### config.mk
export PLATFORM = sky130hd
export DESIGN_NAME = pc_sequencer
export DESIGN_NICKNAME = d
export VERILOG_FILES = /design/src/rtl/pc_sequencer.sv
export SDC_FILE = /design/constraint.sdc
export NUM_CORES = 1
export LEC_CHECK = 0
export BUFFER_PORTS_ARGS = -buffer_cell sky130_fd_sc_hd__buf_2
export CAP_MARGIN = 10
export CORE_UTILIZATION = 40
export DETAILED_ROUTE_END_ITERATION = 8
export GPL_TIMING_DRIVEN = 1
export PLACE_DENSITY_LB_ADDON = 0.25
export RECOVER_POWER = 100
export SYNTH_ARGS = -nofsm -noshare
export SYNTH_HDL_FRONTEND = slang
export SYNTH_SLANG_ARGS = --single-unit
### constraint.sdc
create_clock -name clk -period 1.9 [get_ports clk]
set_clock_uncertainty 0.2 [all_clocks]
set_input_delay 0.38 -clock clk [delete_from_list [all_inputs] [get_ports clk]]
set_output_delay 0.38 -clock clk [all_outputs]
set_load 0.01 [all_outputs]
### src/rtl/pc_sequencer.sv
// Fetch-stage controller: owns the architectural PC, issues one instruction fetch at a time
// over a req/ack handshake, presents fetched words to decode and handles branch redirects.
module pc_sequencer #(
  parameter logic [31:0] RESET_PC    = 32'h0000_0000,
  parameter int unsigned PC_INCR     = 4,
  parameter int unsigned FLUSH_DEPTH = 2
) (
  input  logic        clk,
  input  logic        rst_n,
  input  logic        stall,
  input  logic        redirect_valid,
  input  logic [31:0] redirect_pc,
  output logic        imem_req,
  output logic [31:0] imem_addr,
  input  logic        imem_ack,
  input  logic [31:0] imem_rdata,
  output logic        if_valid,
  output logic [31:0] if_pc,
  output logic [31:0] if_inst,
  output logic        flush
);

  typedef enum logic [1:0] {
    StIdle,
    StReq,
    StHold,
    StFlush
  } state_e;

  localparam logic [31:0] Incr      = 32'(PC_INCR);
  localparam logic [3:0]  FlushLast = 4'(FLUSH_DEPTH - 1);

  state_e      state_q;
  logic [31:0] pc_q;
  logic        pending_q;
  logic [3:0]  flush_cnt_q;
  logic        boot_done_q;
  logic [31:0] target;

  assign target = redirect_pc & 32'hFFFF_FFFC;

  always_ff @(posedge clk or negedge rst_n) begin
    if (!rst_n) begin
      state_q     <= StIdle;
      pc_q        <= RESET_PC;
      imem_addr   <= RESET_PC;
      imem_req    <= 1'b0;
      if_valid    <= 1'b0;
      if_pc       <= '0;
      if_inst     <= '0;
      flush       <= 1'b0;
      pending_q   <= 1'b0;
      flush_cnt_q <= '0;
      boot_done_q <= 1'b0;
    end else if (redirect_valid && state_q != StIdle) begin
      // Redirect wins over stall and ack; an unacknowledged request keeps its address
      // and is drained in FLUSH, a coinciding ack is simply dropped.
      pc_q        <= target;
      if_valid    <= 1'b0;
      flush       <= 1'b1;
      flush_cnt_q <= FlushLast;
      state_q     <= StFlush;
      if (imem_req) begin
        if (imem_ack) begin
          imem_req  <= 1'b0;
          pending_q <= 1'b0;
        end else begin
          pending_q <= 1'b1;
        end
      end
    end else begin
      unique case (state_q)
        StIdle: begin
          // Spend one full cycle idle after reset release before the first fetch.
          boot_done_q <= 1'b1;
          if (boot_done_q) begin
            state_q   <= StReq;
            imem_req  <= 1'b1;
            imem_addr <= pc_q;
          end
        end
        StReq: begin
          if (imem_ack) begin
            imem_req <= 1'b0;
            if_inst  <= imem_rdata;
            if_pc    <= pc_q;
            if_valid <= 1'b1;
            pc_q     <= pc_q + Incr;
            state_q  <= StHold;
          end
        end
        StHold: begin
          if (!stall) begin
            if_valid  <= 1'b0;
            imem_req  <= 1'b1;
            imem_addr <= pc_q;
            state_q   <= StReq;
          end
        end
        StFlush: begin
          if (pending_q && imem_ack) begin
            pending_q <= 1'b0;
            imem_req  <= 1'b0;
          end
          if (flush_cnt_q != 4'd0) begin
            flush_cnt_q <= flush_cnt_q - 4'd1;
          end else if (!pending_q) begin
            flush     <= 1'b0;
            imem_req  <= 1'b1;
            imem_addr <= pc_q;
            state_q   <= StReq;
          end
        end
        default: state_q <= StIdle;
      endcase
    end
  end

endmodule

[Yosys cells after proc, flatten, opt, wreduce, memory -nomap -nowiden]
Cells that the tools add are included.
Storage, ports and cells
  register bits after elaboration: 139
  input port bits: 69
  output and inout port bits: 99
  logic and storage cells: 91
Cells by class
  $add $sub $neg: 2
  equality and inequality tests: 15
  muxes and demuxes: 40
  bitwise gates (word level): 1
  reductions and logical operators: 22
Operators with widths (count)
  $mux 32: 7
  $pmux 32 s3: 1
  $add 32x3->32 const B: 1
  $mux 1: 20
  $ne 3x3->1 const B: 5
  $reduce_and 3->1: 5
  $mux 2: 6
  $mux 4: 3
  $ne 2x2->1 const B: 6
  $reduce_bool 2->1: 6
  $pmux 2 s4: 1
  $reduce_and 2->1: 3
  $reduce_and 6->1: 1
  $reduce_bool 3->1: 2
  $reduce_and 5->1: 1
  $eq 2x2->1 const B: 2
  $pmux 1 s4: 1
  $reduce_bool 4->1: 1
  $sub 4x1->4 const B: 1
  $eq 2x1->1 const B: 1
  $logic_and 1x1->1: 2
  $logic_not 2->1: 1
  $ne 2x1->1 const B: 1
  $pmux 1 s2: 1
  $not 1->1: 1

[Longest topological paths before layout]
  depth after elaboration: 6
  depth in mapped cells: 8
  depth with buffers taken out: 7

[Worst setup path before layout]
OpenSTA, ideal clock, no wires.
  path kind: register to register
  start point: reg flush_cnt_q[0]
  end point: reg imem_addr[10]
  setup time: 0.128 ns
  arrival: 1.750 ns
  required time: 1.572 ns
  slack: -0.177 ns
  stages on the path, launching flop included: 8
  buffers on the path: 1
  clock period less this slack: 2.077 ns
  cell sequence: dfrtp_1 inv_1 ha_1 or3b_1 nand3_1 o21ai_1 buf_2 mux2_1
On the way
  word-level cells in the longest chain between the ends: 3
Ends and longest elaborated chain
  from (decl): line 36  | logic [3:0] flush_cnt_q;
  from (signal assigned): line 61  | flush_cnt_q <= FlushLast;
  from (signal assigned): line 106  | flush_cnt_q <= flush_cnt_q - 4'd1;
  $reduce_bool 4->1: line 105  | if (flush_cnt_q != 4'd0) begin
  $ne 2x2->1 (no source line)
  $reduce_and 6->1 (no source line)
  to (signal assigned): line 79  | imem_addr <= pc_q;
  to (signal assigned): line 96  | imem_addr <= pc_q;
  to (signal assigned): line 110  | imem_addr <= pc_q;
  to (decl): line 14  | output logic [31:0] imem_addr,
No other way between the ends.
A chain may end at the register's enable or synchronous reset.

[Worst setup path in the final report]
  start point: reg pc_q[3]
  end point: reg pc_q[22]
On the way
  word-level cells in the longest chain between the ends: 4
Ends and longest elaborated chain
  from (decl): line 34  | logic [31:0] pc_q;
  from (signal assigned): line 58  | pc_q <= target;
  from (signal assigned): line 88  | pc_q <= pc_q + Incr;
  $add 32x3->32: line 88
  $mux 32: line 83  | if (imem_ack) begin
  $mux 32: line 72  | unique case (state_q)
  $mux 32: line 55  | end else if (redirect_valid && state_q != StIdle) begin
No other way between the ends. The select of a mux whose other input is x is not followed.

==> impl_metrics.ini <==
[run_status]
run_status = finished with violations
failed_checks = negative setup slack

[setup_path]
rr_startpoint = pc_q[3]
cpPeakStageDelay_ns = 0.42
cp.required_ns = 2.02
startpoint_type = flip-flop
r2r_slack_ns = -0.08
cp_top_family = simple AND/OR/NAND/NOR gates
worst_path_max_delay_cell = dfrtp_1
worst-path-buf-inv = 0
critPathCaptureType = flip-flop
worst_path_most_repeated_cell = a311oi_1
crit_cells = 6
cp_cell_sequence = ha_2 -> nand2_2 -> or3_4 -> nor3_4 -> a311oi_1 -> a311oi_1
crit_fanout = 4
r2r_end = pc_q[22]
worstSetupPathType = reg -> reg
rr_worst_depth = 6
critical_path_arrival_ns = 2.09

[worst_hold_path]
holdCritStartpoint = redirect_pc[28]
holdPathStages = 3
hp-class = in -> reg
worstHoldEndpoint = pc_q[28]

[route]
detail-route-antenna-nets = 0
post_drt_wl_per_cell_um = 16.4
viasPerCell = 5.26
routed_wl_um = 18100
drtIter0Drc = 436
vias = 5814
dr.pass1.iters = 5
drc_errors = 0

[grt]
grt_max_degree = 58
grt_usage_pct = 24.1
grt_pass1_wl_um = 28000
antenna_found_initial = 0
grt_pass1_vias = 5688
grt.overflow.total = 0

[cts]
clk_pin_slew_ns = 0.06
numCtsBuffers = 17
cts_tree = done
cts.sinks = 133
clk_latency_ns = 0.42
cts_root_buf = clkbuf_16
cts_buffer_depth = 2
htreeDepth = 4

[power_and_ir_drop]
power_mw = 12.7
powerDensity_nw_per_um2 = 1450
ir_worst_vdd_mv = 0.758
p_leak_nw = 4.11

[finish]
fin_cells = 1105
antennaDiodeCount = 0
final_cell_area_sq_um = 8780
nFillCells = 1323
nets = 980
area_growth_syn_to_layout_pct = 47.4
layout_commonest_cell = nand2_1
layout_common_cells = nand2_1 (204), dfrtp_1 (131), clkbuf_1 (96), buf_4 (77), buf_2 (66)
drive_gt1_share_pct = 29.0
seqCellArea_sq_um = 3330
multiInputGateArea_sq_um = 2590

[timing]
worst_pin_slew_ns = 0.879
fin_crit_sh_pct = 104
relSlewSlack_pct = 41.4
whs_ns = 0.0185
timing.fmax_mhz = 506
final_max_slew_viol_count = 0
setup_viol_count_final = 43
rsz0062_at_grt = yes
tns_ns = -1.58
finalHoldViolCount = 0
setup_ws_ns = -0.0757
min_period_ns = 1.98

[floorplan]
coreArea_sq_um = 14500
dieArea_sq_um = 15400
rows = 44
die_w_um = 124
initial_utilization_pct = 41.0
dieHeight_um = 124
io_pins = 168

[synthesis]
ys_seq_area_share_pct = 55.9
syn-instance-count = 627
synth_ff_type = dfrtp_1
synth-async-reset-ratio_pct = 100
syn_avg_cell_area_sq_um = 9.49
yosys_warnings = 0
syn-cell-area_sq_um = 5950
synth-edff-count = 0
synth_cell_types = 57
ys_ff_latch = 133

[placed_design]
placed_cell_area_sq_um = 7670
place_hpwl_um = 12400
gp_congestion = 0.826
io_buffers = 161
placed_cells = 1026

[flow_run]
cap_violations = 0
cell usage after synthesis (2+ instances only):
cell type / instances / area share [%]
buf_1: 7 / 0.44
nand3b_1: 2 / 0.25
clkbuf_1: 20 / 1.3
buf_2: 8 / 0.67
nand3_1: 21 / 1.8
a21o_1: 3 / 0.38
or2_2: 4 / 0.42
nand4_1: 6 / 0.63
mux2_2: 29 / 5.5
o21ai_1: 2 / 0.17
nand2_1: 206 / 13
a311oi_1: 4 / 0.59
o211ai_1: 3 / 0.38
a221o_1: 2 / 0.34
buf_4: 4 / 0.50
a22oi_1: 3 / 0.38
o31ai_1: 2 / 0.25
o22ai_1: 13 / 1.4
ha_1: 3 / 0.63
inv_1: 11 / 0.69
and2_1: 2 / 0.21
nor2_1: 25 / 1.6
nor3_2: 2 / 0.34
nor4_1: 5 / 0.53
dfrtp_1: 133 / 56
nor3_1: 10 / 0.84
o21ai_0: 20 / 1.7
a21oi_1: 32 / 2.7
a211oi_1: 3 / 0.38
nand3_2: 2 / 0.34
a2bb2oi_1: 3 / 0.44
or4_1: 2 / 0.25
a41oi_1: 2 / 0.29
mux2i_1: 2 / 0.34
and3_1: 3 / 0.32
nor2b_1: 2 / 0.21
a32oi_1: 3 / 0.44
a31oi_1: 4 / 0.42
worst max path at each step:
stage	from	endpoint	slack [ns]
after floorplan	flush_cnt_q[0]	imem_addr[10]	-0.05
after global placement	imem_ack	pc_q[27]	-0.06
after detailed placement	pc_q[3]	pc_q[22]	-0.11
after CTS	flush_cnt_q[0]	imem_addr[10]	-0.09
after global routing	flush_cnt_q[0]	imem_addr[10]	-0.15
final	pc_q[3]	pc_q[22]	-0.08
logic make-up (layout without fill, tap and decap cells):
group | Yosys count | after routing | share of synthesized area (%)
and+or+nand+nor | 300 | 300 | 22.2
DFF | 133 | 133 | 55.9
AOI/OAI and AO/OA | 107 | 107 | 11.5
buffers and inverters | 50 | 341 | 3.57
muxes | 32 | 32 | 6.01
adders and majority gates | 3 | 3 | 0.631
other | 1 | 4 | 0.0630
xor gates and xnor gates | 1 | 1 | 0.147
layer usage:
| layer | share of wire, % | GRT usage (%) | vias up |
|---|---|---|---|
| li1 | - | - | 2711 |
| met1 | 41 | 29.8 | 2831 |
| met2 | 49 | 39.3 | 217 |
| met3 | 6.4 | 6.27 | 55 |
| met4 | 3.2 | 11.5 | 0 |
| met5 | 0 | 0 | - |
repair_timing:
item                                   in CTS  in global routing
endpoints found under the hold margin     171                  0
pin swaps                                   8                 14
hold buffers                               39                  0
gates resized for setup                     9                 30
setup endpoints to repair                  43                104
setup buffers                               5                  3
registers in the layout, summed over array words and instances, names as in the netlist:
register	flops
pc_q	30
imem_addr	30
pending_q	1
if_valid	1
boot_done_q	1
if_pc	30
flush_cnt_q	4
if_inst	32
imem_req	1
state_q	2
flush	1
cell type report:
| class | instances | share of cell area (%) |
|---|---|---|
| Sequential cell | 133 | 38.0 |
| Multi-Input combinational cell | 447 | 29.5 |
| Timing Repair Buffer | 298 | 22.0 |
| Clock buffer | 20 | 5.20 |
| Tap cell | 184 | 2.62 |
| Clock inverter | 12 | 2.28 |
| Inverter | 11 | 0.470 |
worst min-delay path, cell delays in order:
cell     delay (ns)
buf_2          0.08
a22oi_1        0.07
nand3_1        0.08
report_power, final:
part | internal [mW] | switching, mW
sequential | 4.01 | 0.775
clock | 2.40 | 1.24
combinational | 1.90 | 2.36
per-stage QoR:
| stage | setup WS (ns) | utilization (%) |
|---|---|---|
| floorplan | -0.0521 | - |
| global placement | -0.0563 | 52.8 |
| CTS | -0.0864 | 60.6 |
| finish | -0.0757 | 60.4 |
| detailed placement | -0.106 | 52.8 |
| global route | -0.153 | 60.4 |
No activity file was read; power rests on OpenSTA's default activity.
